### src/rtl/pingpong_pkg.sv
// Shared types and constants for the pingpong counter seeker.
package pingpong_pkg;

   localparam int unsigned CNT_W  = 4;
   localparam int unsigned STEP_W = 5;

   localparam logic [CNT_W-1:0] CNT_MAX = 4'd15;
   // Counter values at which the counter ignores a flip request
   localparam logic [CNT_W-1:0] FLIP_LO = 4'd1;
   localparam logic [CNT_W-1:0] FLIP_HI = 4'd14;

   localparam logic DIR_UP = 1'b0;
   localparam logic DIR_DN = 1'b1;

   typedef enum logic [1:0] {
      StIdle,
      StSeek,
      StDone
   } state_e;

   // True where the counter would drop a flip request
   function automatic logic no_flip_pos(input logic [CNT_W-1:0] v);
      return (v == FLIP_LO) || (v == FLIP_HI);
   endfunction

endpackage

### src/rtl/pingpong_seek_stats.sv
// Per-request statistics: step count and flip count captured on entry to DONE.
// Only instantiated when PINGPONG_SEEK_STATS_EN is defined.
module pingpong_seek_stats
   import pingpong_pkg::*;
(
   input  logic              clk,
   input  logic              rst,
   input  logic              clear,
   input  logic              flip,
   input  logic              load,
   input  logic [STEP_W-1:0] steps,
   output logic [STEP_W-1:0] last_steps,
   output logic [3:0]        last_flips
);

   logic [3:0] flip_cnt_q;

   // Running flip count for the active request, saturating at 15
   always_ff @(posedge clk or posedge rst) begin
      if (rst) begin
         flip_cnt_q <= '0;
      end else if (clear) begin
         flip_cnt_q <= '0;
      end else if (flip && (flip_cnt_q != 4'hf)) begin
         flip_cnt_q <= flip_cnt_q + 4'd1;
      end
   end

   // Snapshot on the edge entering DONE; held until the next completion
   always_ff @(posedge clk or posedge rst) begin
      if (rst) begin
         last_steps <= '0;
         last_flips <= '0;
      end else if (load) begin
         last_steps <= steps;
         last_flips <= flip_cnt_q;
      end
   end

endmodule

### src/rtl/pingpong_seeker.sv
// Closed-loop seeker: steps and reverses a pingpong counter until it reaches
// the requested target, then pulses done (err flags a watchdog expiry).
// Optional feature macro: PINGPONG_SEEK_STATS_EN adds last_steps/last_flips.
module pingpong_seeker
   import pingpong_pkg::*;
#(
   parameter int unsigned MAX_STEPS = 31
) (
   input  logic              clk,
   input  logic              rst,
   input  logic              req_valid,
   input  logic [CNT_W-1:0]  req_target,
   output logic              req_ready,
   input  logic              abort,
   input  logic [CNT_W-1:0]  cnt_out,
   input  logic              cnt_dir,
   output logic              hold,
   output logic              flip,
   output logic              busy,
   output logic              done,
`ifdef PINGPONG_SEEK_STATS_EN
   output logic [STEP_W-1:0] last_steps,
   output logic [3:0]        last_flips,
`endif
   output logic              err
);

   localparam logic [STEP_W-1:0] MaxSteps = STEP_W'(MAX_STEPS);

   state_e            state_q;
   logic [CNT_W-1:0]  target_q;
   logic [STEP_W-1:0] steps_q;
   logic              done_q;
   logic              err_q;

   logic match, behind, wd_hit, stepping;

   // Seek decisions; the counter only moves in cycles where stepping is set
   always_comb begin
      match    = (cnt_out == target_q);
      behind   = ((cnt_dir == DIR_UP) && (target_q < cnt_out)) ||
                 ((cnt_dir == DIR_DN) && (target_q > cnt_out));
      wd_hit   = (steps_q == MaxSteps);
      stepping = (state_q == StSeek) && !abort && !match && !wd_hit;
      hold     = !stepping;
      // At 1 or 14 a flip is dropped, so let the counter auto-reverse instead
      flip     = stepping && behind && !no_flip_pos(cnt_out);
   end

   assign req_ready = (state_q == StIdle);
   assign busy      = (state_q != StIdle);
   assign done      = done_q;
   assign err       = err_q;

   // Control FSM with registered done/err
   always_ff @(posedge clk or posedge rst) begin
      if (rst) begin
         state_q  <= StIdle;
         target_q <= '0;
         steps_q  <= '0;
         done_q   <= 1'b0;
         err_q    <= 1'b0;
      end else begin
         done_q <= 1'b0;
         unique case (state_q)
            StIdle: begin
               if (req_valid) begin
                  target_q <= req_target;
                  steps_q  <= '0;
                  state_q  <= StSeek;
               end
            end
            StSeek: begin
               if (abort) begin
                  state_q <= StIdle;
               end else if (match) begin
                  state_q <= StDone;
                  done_q  <= 1'b1;
                  err_q   <= 1'b0;
               end else if (wd_hit) begin
                  state_q <= StDone;
                  done_q  <= 1'b1;
                  err_q   <= 1'b1;
               end else if (steps_q != '1) begin
                  steps_q <= steps_q + 1'b1;
               end
            end
            StDone: begin
               state_q <= StIdle;
               err_q   <= 1'b0;
            end
            default: state_q <= StIdle;
         endcase
      end
   end

`ifdef PINGPONG_SEEK_STATS_EN
   logic accept, enter_done;

   // Request acceptance and DONE entry strobes for the statistics block
   always_comb begin
      accept     = (state_q == StIdle) && req_valid;
      enter_done = (state_q == StSeek) && !abort && (match || wd_hit);
   end

   pingpong_seek_stats u_stats (
      .clk        (clk),
      .rst        (rst),
      .clear      (accept),
      .flip       (flip),
      .load       (enter_done),
      .steps      (steps_q),
      .last_steps (last_steps),
      .last_flips (last_flips)
   );
`else
   // Statistics disabled: no counters, no extra ports
`endif

endmodule

### config.mk
export PLATFORM = sky130hd
export DESIGN_NAME = pingpong_seeker
export DESIGN_NICKNAME = d
export VERILOG_FILES = /design/src/rtl/pingpong_pkg.sv /design/src/rtl/pingpong_seek_stats.sv /design/src/rtl/pingpong_seeker.sv
export SDC_FILE = /design/constraint.sdc
export NUM_CORES = 1
export LEC_CHECK = 0
export BUFFER_PORTS_ARGS = -buffer_cell sky130_fd_sc_hd__buf_2
export CAP_MARGIN = 20
export CORE_UTILIZATION = 54
export DETAILED_ROUTE_END_ITERATION = 6
export PLACE_DENSITY = 0.79
export SYNTH_ARGS = -nofsm -noshare
export SYNTH_HDL_FRONTEND = slang
export SYNTH_SLANG_ARGS = --single-unit
### constraint.sdc
create_clock -name clk -period 6.8 [get_ports clk]
set_input_delay 1.36 -clock clk [delete_from_list [all_inputs] [get_ports clk]]
set_output_delay 1.36 -clock clk [all_outputs]
set_load 0.01 [all_outputs]
[Word-level counts from Yosys, hierarchy flattened]
Cells that the tools add are included.
Storage, ports and cells
  flip-flop bits (word level): 13
  input port bits: 13
  output and inout bits: 6
  word-level logic and storage cells: 64
Operators by class
  add/sub/neg operators: 1
  order comparisons: 2
  equality and inequality tests: 14
  mux-type cells: 19
  bitwise operators: 1
  reductions and logical operators: 22
Operators by type and width (number)
  $mux 5: 5
  $pmux 5 s2: 1
  $mux 2: 4
  $ne 2x2->1 const B: 4
  $logic_and 1x1->1: 7
  $mux 1: 7
  $reduce_and 6->1: 1
  $reduce_bool 2->1: 3
  $add 5x1->5 const B: 1
  $eq 5x5->1 const B: 1
  $logic_not 1->1: 5
  $ne 5x5->1 const B: 1
  $eq 4x1->1 const B: 1
  $eq 4x4->1: 1
  $eq 4x4->1 const B: 1
  $gt 4x4->1: 1
  $lt 4x4->1: 1
  $ne 4x4->1 const B: 1
  $pmux 2 s2: 1
  $reduce_and 2->1: 2
  $ne 3x3->1 const B: 1
  $reduce_and 3->1: 1
  $eq 2x1->1 const B: 1
  $eq 2x2->1 const B: 1
  other kinds (5): 6

[Longest topological paths before layout]
Gate-level depths: netlist of run 1.
  depth after elaboration: 6
  depth in mapped cells: 7
  gate-level depth less buffers: 7

[Worst setup path after synthesis of run 1]
Ideal clock, no wire load.
  kind: in2out
  from: in cnt_out[3]
  to: out flip
  arrival: 2.760 ns
  required time: 5.440 ns
  slack: 2.680 ns
  stages: 6
  path buffers: 1
  path through: inv_1 -> ha_1 -> and4_4 -> or4_4 -> buf_6 -> a2111oi_4
Between the ends
  word-level cells in the longest chain between the ends: 6
  elaborated cells on any way between the ends: 15
  classes of those cells: 2 x order compare; 3 x eq/ne; 10 x reduce/logical
RTL lines
  start, declared: line pingpong_seeker.sv:15  | input logic [CNT_W-1:0] cnt_out,
  parallel branches: the longest is 5 deep, another holds $lt 4x4->1
  $logic_and 1x1->1 *: line pingpong_seeker.sv:47  | flip = stepping && behind && !no_flip_pos(cnt_out);
  end, declared: line pingpong_seeker.sv:18  | output logic flip,
Every way passes the cells marked *.

[Final worst setup path of run 1]
Ends and elaborated chain as after synthesis.

==> results.md, run 1 <==
- Yosys cell types: 30
- Worst Reg-to-Reg Cells: 7
- First-pass GRT wire length: 2.45 mm
- Async set or reset register ratio after synthesis: 1.00
- Initial drt markers: 17
- # Post-CTS Setup Buffers: 0
- Share of layout cells above drive strength 1: 0.296
- Vias per cell: a little under 6
- Clock Power Share: 0.175
- Slew Viols, Final: 0
- Cells on Worst Hold Path: 1
- Die area: ~1600 µm²
- Arr. time, crit path: just under 3 ns
- Placement Setup Slack: 2.48 ns
- Final nets: approximately 120
- Setup Crit Path Kind: in -> out
- Max_slew headroom: 0.639
- Post-CTS resize count: 0
- Clock sink count: 13
- Largest cells by area after synthesis: dfrtp_1 (42%), ha_1 (9.6%), mux2_2 (5.8%), inv_1 (4.3%), a2111oi_4 (3.5%)
- Pin count of the biggest net entering global routing: 14
- Filler cells: roughly 110
- Clock tree buffer depth: 2
- Leak Pwr: around 0.45 nW
- Peak VDD IR: around 0.18 mV
- Vias: about 670
- Worst EP required: ~5.4 ns
- Area delta synth->final: 15.9%
- Status: finished, final reports clean
- Clock buffer count from CTS: 3
- P_sw: around 0.11 mW
- Final setup viols: 0
- Non-Filler Instances: between 100 and 150
- PD cells: 307 nW/µm²
- Initial antenna violation count: 0
- Core ar.: about 1300 µm²
- WL/cell: 14.1 µm
- Fin util: 0.687
- Die H: between 40 and 50 µm
- Cell with the most instances after synthesis: dfrtp_1
- Crit path max fanout: 7
- H-tree depth: 1
- Pint: 0.171 mW
- Top cell type's share of synthesized area: 0.417
- CTS root buffer: clkbuf_4
- Area leader, netlist: dfrtp_1
- Syn_area_per_cell: approximately 10 µm²
- Fin area: around 900 µm²
- # placed instances: approximately 110
- FP Rows: 13
- Ports: 19
- GRT Total Usage: 0.237
- DRC: 0
- Syn Nets: 96
- Grt total ovfl: 0
- EDFF count, synth: 0
- CTS Hold Bufs: 0
- Clock Skews: 0.00140 ns
- Period utilization: 0.636
- Switching Share: 0.385
- Worst-Skew Late Latency: 0.27 ns
- Fin crit period: ~4.3 ns
- Reg power frac: 0.422
- Antenna Nets Post-Route: 0
- Port Buffer Count: 18
- Comb pwr share: 0.403
- Starting Density: 0.593
- #FFs+latches synth: 13
- Final HPWL DP: roughly 1.2 mm
- HP Class: reg -> reg
- CTS tree: done
- CTS clk-pin slew, worst paths: 0.08 ns
- Post-Route WL: between 1.5 and 2 mm
- Mapped Cells: between 70 and 80
- Critical Path Source Type: input pin
- Worst-Margin Slew: between 0.5 and 0.6 ns
- Post-route setup TNS: 0 ns
- Vias in the first global route: a little under 600
- Setup WS post-layout: 2.47 ns
- Synth cell count leaders: dfrtp_1 (13), inv_1 (9), ha_1 (6), nand3_1 (5)
- Sequential share of the synthesized area: 0.417
- Antenna cells: 0
- Fmax: roughly 0.23 GHz
- Ys Warns: 0
- Post-synth top flop: dfrtp_1
- Final Hold Viols: 0
- Die X: roughly 40 µm
- Max-Cap Viols: 0
- RSZ-0062 raised after global routing: false
- Post-synth design cell area: slightly below 800 µm²
- Post-DP Area: ~880 µm²
- Drt pass-1 iters: 5
- CP endpoint kind: output port
- GP Congestion: ~0.75
logic make-up (layout without fill, tap and decap cells):
family | after synthesis | in the layout | share of synthesized area
AOI/OAI and AO/OA | 17 | 17 | 0.163
adders and majority gates | 6 | 6 | 0.0962
buffers and inverters | 10 | 31 | 0.0577
DFF | 13 | 13 | 0.417
muxes | 5 | 5 | 0.0705
and+or+nand+nor | 26 | 26 | 0.196
cell type report:
type / instances / area [µm²] / share of cell area
clock buffers: 4 / 26.3 / 0.0290
multi-input cells: 54 / 410 / 0.454
repair buffers: 18 / 90.1 / 0.0996
inverters: 9 / 33.8 / 0.0373
well taps: 15 / 18.8 / 0.0207
flip-flops and latches: 13 / 325 / 0.360
worst paths after layout:
kind | slack [ns] | end | from
max | 2.47 | flip | cnt_out[3]
min in group asynchronous | 1.09 | state_q[0]$_DFFE_PP0P_ | rst
max reg2reg | 4.67 | steps_q[3]$_DFFE_PP0P_ | steps_q[0]$_DFFE_PP0P_
min | 0.53 | steps_q[0]$_DFFE_PP0P_ | steps_q[0]$_DFFE_PP0P_
min reg2reg | 0.53 | steps_q[0]$_DFFE_PP0P_ | steps_q[0]$_DFFE_PP0P_
max in group asynchronous | 5.38 | state_q[1]$_DFFE_PP0P_ | rst
metrics by stage:
step                      power [mW]  hold WS, ns
after floorplan                0.196        0.469
after global placement         0.222        0.493
after detailed placement       0.229        0.510
after CTS                      0.278        0.522
after global routing           0.301        0.544
final                          0.278        0.526
state kept, by name (all words and copies together), names as in the netlist:
signal and cells:
done 1, err 1, state_q 2, steps_q 5, target_q 4
per-layer routing:
metal	GRT usage	wire length, µm	vias up
met2	0.343	739	29
met4	0.138	35	0
met5	0	0	-
met3	0.0611	77	6
met1	0.316	744	308
li1	-	-	326
power by group through the flow:
stage | logic [mW] | clock network [mW] | registers, mW
2_1_floorplan | 0.0826 | 0 | 0.114
6_report | 0.112 | 0.0488 | 0.117
3_5_place_dp | 0.111 | 0 | 0.118
4_1_cts | 0.112 | 0.0497 | 0.117
5_1_grt | 0.127 | 0.0532 | 0.120
3_3_place_gp | 0.106 | 0 | 0.116
critical path, cell delays in order:
cell	delay, ns
buf_2	0.09
inv_1	0.05
ha_1	0.34
and4_4	0.21
or4_4	0.54
a2111oi_4	0.19
buf_2	0.18
cell usage in the layout, fill, tap and decap left out, types with 2 or more instances in the layout:
| cell type | Yosys | routed |
|---|---|---|
| buf_2 | 0 | 18 |
| dfrtp_1 | 13 | 13 |
| inv_1 | 9 | 9 |
| ha_1 | 6 | 6 |
| nand3_1 | 5 | 5 |
| nand2_1 | 4 | 4 |
| mux2_2 | 4 | 4 |
| o21ai_0 | 4 | 4 |
| nor2_1 | 3 | 3 |
| nor3_1 | 3 | 3 |
| clkbuf_4 | 0 | 3 |
| a21oi_1 | 2 | 2 |
| o21ai_1 | 2 | 2 |
| nor2b_1 | 2 | 2 |
| o211ai_1 | 2 | 2 |
| a31oi_1 | 2 | 2 |
Note: power is estimated with default switching activity, not from simulation.
==> run 2: changes to the inputs <==
CORE_ASPECT_RATIO = 0.8   (was not set)
CORE_UTILIZATION = 46   (was 54)
PLACE_DENSITY = 0.71   (was 0.79)
clock period = 3.5 ns   (was 6.8 ns; I/O delays follow)
==> run 2 against run 1 <==
Effect of this change:
- register-to-register slack got worse by 3.3 ns
- clock power increased by 83%
- cell count increased by 5.3%
- critical endpoint unchanged
- non-clock buffer count unchanged
- sequential power increased by 91%
==> results.md, run 2 (synthesized netlist as in run 1, its figures left out) <==
- First-pass GRT wire length: 2.48 mm (+1.1%)
- RSZ-0062 raised after global routing: false
- FP Rows: 12 (-1)
- Total power: 0.526 mW (+89%)
- Starting Density: 0.525 (-0.0673)
- Clock Skews: 0.00698 ns (+0.00557 ns)
- Leak Pwr: 0.456 nW (+0.60%)
- Ports: 19 (unchanged)
- DRC: 0 (unchanged)
- Port Buffer Count: 18 (unchanged)
- CTS clk-pin slew, worst paths: 0.08 ns (about the same)
- Vias in the first global route: 595 (+0.17%)
- Pin count of the biggest net entering global routing: 14 (unchanged)
- Vias per cell: 5.53 (-6.6%)
- CP endpoint kind: output port
- Clock sink count: 13 (unchanged)
- Fmax: around 0.33 GHz
- Vias: 658 (-1.6%)
- Max_slew headroom: 0.637 (-0.00218)
- Antenna Nets Post-Route: 0 (unchanged)
- CTS Hold Bufs: 0 (unchanged)
- Final nets: 118 (unchanged)
- Post-route setup TNS: 0 ns (unchanged)
- P_sw: 0.196 mW (+83%)
- Max-Cap Viols: 0 (unchanged)
- Initial drt markers: 14 (-3)
- Share of layout cells above drive strength 1: 0.306 (+0.0102)
- Period utilization: 0.855
- Slew Viols, Final: 0 (unchanged)
- Status: finished, final reports clean
- Top Registers: steps_q x5, target_q x4, state_q x2
- Core ar.: 1490 µm² (+13%)
- Final Hold Viols: 0 (unchanged)
- Clock Power Share: 0.170 (-0.005)
- Area delta synth->final: 17.0%
- H-tree depth: 1 (unchanged)
- Max reg flops: 5 (unchanged)
- Setup WS post-layout: 0.506 ns (-1.97 ns)
- Die X: 48.1 µm (+20%)
- PD cells: 576 nW/µm² (+87%)
- Clock buffer count from CTS: 3 (unchanged)
- CTS tree: done
- WL/cell: 12.6 µm (-11%)
- Grt total ovfl: 0 (unchanged)
- Pint: 0.330 mW (+93%)
- Peak VDD IR: 0.398 mV (+120%)
- Arr. time, crit path: 2.29 ns (-0.68 ns)
- Filler cells: 126 (+20%)
- CTS root buffer: clkbuf_4
- Worst EP required: 2.80 ns (-2.64 ns)
- Final setup viols: 0 (unchanged)
- Critical Path Source Type: input pin
- Initial antenna violation count: 0 (unchanged)
- Final HPWL DP: 1.19 mm (-3.1%)
- Drt pass-1 iters: 4 (-1)
- Antenna cells: 0 (unchanged)
- Die area: 1870 µm² (+17%)
- Reg power frac: 0.426 (+0.004)
- Post-Route WL: 1.50 mm (-6.1%)
- GRT Total Usage: 0.204 (-0.0336)
- Post-CTS resize count: 0 (unchanged)
- Comb pwr share: 0.405 (+0.002)
- WHS: 0.428 ns (-0.0976 ns)
- Most common cell after layout, fill and taps aside: buf_2
- GP Congestion: 0.780 (+4.1%)
- Fin crit period: around 3 ns
- Worst-Margin Slew: 0.537 ns (+0.00322 ns)
- Die H: 38.9 µm (-2.9%)
- Setup Crit Path Kind: in -> out
- # Post-CTS Setup Buffers: 0 (unchanged)
- Top reg by flops: steps_q
- Crit path max fanout: 7 (unchanged)
- Worst-Skew Late Latency: 0.28 ns (about the same)
- HP Class: in -> async
- Fin util: 0.614 (-0.0721)
- Clock tree buffer depth: 2 (unchanged)
- Switching Share: 0.373 (-0.0120)
- Placement Setup Slack: 0.517 ns (-1.97 ns)
- Commonest cells after routing, fill and taps aside: buf_2 (18), dfrtp_1 (13), inv_1 (9), ha_1 (6), nand3_1 (5)
run 2: cell count changes in the layout (fill, tap and decap cells not counted), sizes merged:
cell | previous run | this run
clkbuf | 4 | 3
clkinv | 0 | 1
run 2: power groups by stage:
stage	sequential [mW]	clock (mW)	combinational, mW
2_1_floorplan	0.221	0	0.160
3_3_place_gp	0.226	0	0.210
3_5_place_dp	0.227	0	0.213
4_1_cts	0.224	0.0945	0.214
5_1_grt	0.228	0.102	0.242
6_report	0.224	0.0891	0.213
run 2: cell type report:
class | count | area [µm²] | area share
Clock buffer | 3 | 22.5 | 0.0247
Clock inverter | 1 | 5.00 | 0.00548
Inverter | 9 | 33.8 | 0.0370
Multi-Input combinational cell | 54 | 410 | 0.449
Sequential cell | 13 | 325 | 0.356
Tap cell | 21 | 26.3 | 0.0288
Timing Repair Buffer | 18 | 90.1 | 0.0986
run 2: final timing paths:
path / startpoint / endpoint / slack (ns) / depth (start not counted)
min in group clk: steps_q[2]$_DFFE_PP0P_ / steps_q[2]$_DFFE_PP0P_ / 0.52 / 1
min: rst / steps_q[1]$_DFFE_PP0P_ / 0.43 / 2
min reg2reg: steps_q[2]$_DFFE_PP0P_ / steps_q[2]$_DFFE_PP0P_ / 0.52 / 1
max reg2reg: steps_q[0]$_DFFE_PP0P_ / steps_q[3]$_DFFE_PP0P_ / 1.39 / 7
max: cnt_out[3] / flip / 0.51 / 7
max in group asynchronous: rst / err$_DFFE_PP0P_ / 2.73 / 2
run 2: critical path: stages:
cell and delay, ns:
buf_2 0.09, inv_1 0.05, ha_1 0.33, and4_4 0.21
or4_4 0.54, a2111oi_4 0.19, buf_2 0.18
run 2: layer usage:
layer	part of all wire	track usage
met1	0.51	0.276
met2	0.44	0.301
met3	0.055	0.0841
met4	0	0.0417
met5	0	0
run 2: stage by stage:
stage / instance area [µm²] / cells
2_1_floorplan: 781 / 77
5_1_grt: 913 / 119
3_5_place_dp: 886 / 115
3_3_place_gp: 886 / 115
4_1_cts: 913 / 119
6_report: 913 / 119
==> run 3: changes to the inputs <==
PLACE_DENSITY = 0.79   (was 0.71)
==> run 3 against run 2 <==
Effect of this change:
- cell count is the same
- global-route usage grew 1.6 points
- critical path depth shrank 1
- hold slack lost 0.0091 ns
- wire length grew 8.2%
- clock skew shrank 0.0049 ns
- critical endpoint unchanged
- largest cell class unchanged
- highest routed layer is now met4
==> results.md, run 3 (synthesized netlist as in run 1, its figures left out) <==
- Core ar.: 1490 µm² (unchanged)
- Peak VDD IR: 0.399 mV (+0.49%)
- Die area: 1870 µm² (unchanged)
- Initial antenna violation count: 0 (unchanged)
- Max_slew headroom: 0.585 (-0.0517)
- Met2 track demand over resource: 0.358 (+0.0574)
- Bufs and invs on worst path: 1 (-2)
- Max-Cap Viols: 0 (unchanged)
- Vias per cell: 5.75 (+4.0%)
- Worst EP required: 2.80 ns (about the same)
- Top reg by flops: steps_q
- Filler cells: 134 (+6.3%)
- Final setup viols: 0 (unchanged)
- Initial drt markers: 9 (-5)
- CP delay by family, top: simple AND/OR/NAND/NOR gates
- Slew Viols, Final: 0 (unchanged)
- Met3 Usage GRT: 0.0888 (+0.00467)
- Status: finished, final reports clean
- Port Buffer Count: 18 (unchanged)
- Pin count of the biggest net entering global routing: 14 (unchanged)
- GRT Total Usage: 0.220 (+0.0164)
- Area delta synth->final: 17.0% (unchanged)
- Period utilization: 0.867 (+0.0111)
- Starting Density: 0.525 (unchanged)
- Drt pass-1 iters: 4 (unchanged)
- Final HPWL DP: 1.29 mm (+8.2%)
- Most common cell after layout, fill and taps aside: buf_2
- Worst-Skew Late Latency: 0.28 ns (about the same)
- Total power: 0.537 mW (+2.1%)
- Fmax: 0.330 GHz (-1.3%)
- Max reg flops: 5 (unchanged)
- Top Registers: steps_q x5, target_q x4, state_q x2
- Die X: 48.1 µm (unchanged)
- Fin area: 913 µm² (unchanged)
- CP max stage cell: or4_4
- H-tree depth: 1 (unchanged)
- Antenna Nets Post-Route: 0 (unchanged)
- Post-Route WL: 1.62 mm (+8.2%)
- Final nets: 118 (unchanged)
- First-pass GRT wire length: 2.71 mm (+9.4%)
- CTS root buffer: clkbuf_4
- Leak Pwr: 0.456 nW (unchanged)
- Final Hold Viols: 0 (unchanged)
- # Post-CTS Setup Buffers: 0 (unchanged)
- Grt total ovfl: 0 (unchanged)
- Antenna cells: 0 (unchanged)
- Die H: 38.9 µm (unchanged)
- Clock sink count: 13 (unchanged)
- CTS Hold Bufs: 0 (unchanged)
- Setup Crit Path Kind: reg -> out
- DRC: 0 (unchanged)
- Crit path max fanout: 7 (unchanged)
- Grt met1 use: 0.267 (-0.00842)
- Cell chain of the critical path: ha_1 -> and3_1 -> ha_1 -> or4_4 -> a2111oi_4 -> buf_2
- RSZ-0062 raised after global routing: false
- Most common cell on crit path: ha_1
- Critical Path Source Type: flip-flop
- HP Class: in -> async
- GP Congestion: 0.881 (+13%)
- Busiest grt layer: met2
- Worst-Margin Slew: 0.614 ns (+0.0765 ns)
- Vias in the first global route: 635 (+6.7%)
- WL/cell: 13.6 µm (+8.2%)
- Fin crit period: 3.03 ns (+0.0389 ns)
- Clock tree buffer depth: 2 (unchanged)
- CP max stage delay: 0.59 ns (+0.05 ns)
- Share of layout cells above drive strength 1: 0.306 (unchanged)
- CP endpoint kind: output port
- FP Rows: 12 (unchanged)
- Commonest cells after routing, fill and taps aside: buf_2 (18), dfrtp_1 (13), inv_1 (9), ha_1 (6), nand3_1 (5)
- Ports: 19 (unchanged)
- CTS clk-pin slew, worst paths: 0.08 ns (about the same)
- Arr. time, crit path: 2.33 ns (+0.04 ns)
- Post-route setup TNS: 0 ns (unchanged)
- Vias: 684 (+4.0%)
- Clock Skews: 0.00208 ns (-0.00490 ns)
- Clock buffer count from CTS: 3 (unchanged)
- Post-DP Area: 886 µm² (unchanged)
- PD cells: 588 nW/µm² (+2.1%)
- Post-CTS resize count: 0 (unchanged)
- CTS tree: done
[run 3: cell counts in the layout (fill, tap and decap cells not counted)]
No cell type changed its count.
[run 3: per-layer routing]
| metal | wire length [µm] | part of all wire | up-vias |
|---|---|---|---|
| met5 | 0 | 0 | - |
| met3 | 79 | 0.049 | 3 |
| met4 | 16 | 0.0099 | 0 |
| li1 | - | - | 327 |
| met1 | 732 | 0.45 | 335 |
| met2 | 794 | 0.49 | 19 |
[run 3: report_power, final]
group          internal [mW]  leakage [nW]  switching (mW)
Combinational         0.0986         0.269           0.120
Sequential             0.190         0.169          0.0343
Clock                 0.0425        0.0177          0.0518
[run 3: through the flow]
stage          utilization  instances  hold WS [ns]  setup slack (ns)
4_1_cts              0.614        119         0.435             0.474
6_report             0.614        119         0.419             0.467
3_5_place_dp         0.596        115         0.506             0.508
5_1_grt              0.614        119         0.467             0.391
2_1_floorplan            -         77         0.469             0.700
3_3_place_gp         0.596        115         0.493             0.554
[run 3: final cells by class]
| cell class | instances | area [µm²] | area share |
|---|---|---|---|
| Clock buffer | 3 | 22.5 | 0.0247 |
| Tap cell | 21 | 26.3 | 0.0288 |
| Multi-Input combinational cell | 54 | 410 | 0.449 |
| Timing Repair Buffer | 18 | 90.1 | 0.0986 |
| Sequential cell | 13 | 325 | 0.356 |
| Clock inverter | 1 | 5.00 | 0.00548 |
| Inverter | 9 | 33.8 | 0.0370 |
[run 3: path summary, 6_finish.rpt]
| kind | to | cells after the start | slack, ns | startpoint |
|---|---|---|---|---|
| max in group asynchronous | steps_q[3]$_DFFE_PP0P_ | 2 | 2.75 | rst |
| min in group clk | steps_q[2]$_DFFE_PP0P_ | 1 | 0.51 | steps_q[2]$_DFFE_PP0P_ |
| worst min-delay path | target_q[0]$_DFFE_PP0P_ | 2 | 0.42 | rst |
| worst min register to register | steps_q[2]$_DFFE_PP0P_ | 1 | 0.51 | steps_q[2]$_DFFE_PP0P_ |
| worst max-delay path | flip | 6 | 0.47 | steps_q[0]$_DFFE_PP0P_ |
| worst max register to register | steps_q[3]$_DFFE_PP0P_ | 7 | 1.32 | steps_q[0]$_DFFE_PP0P_ |
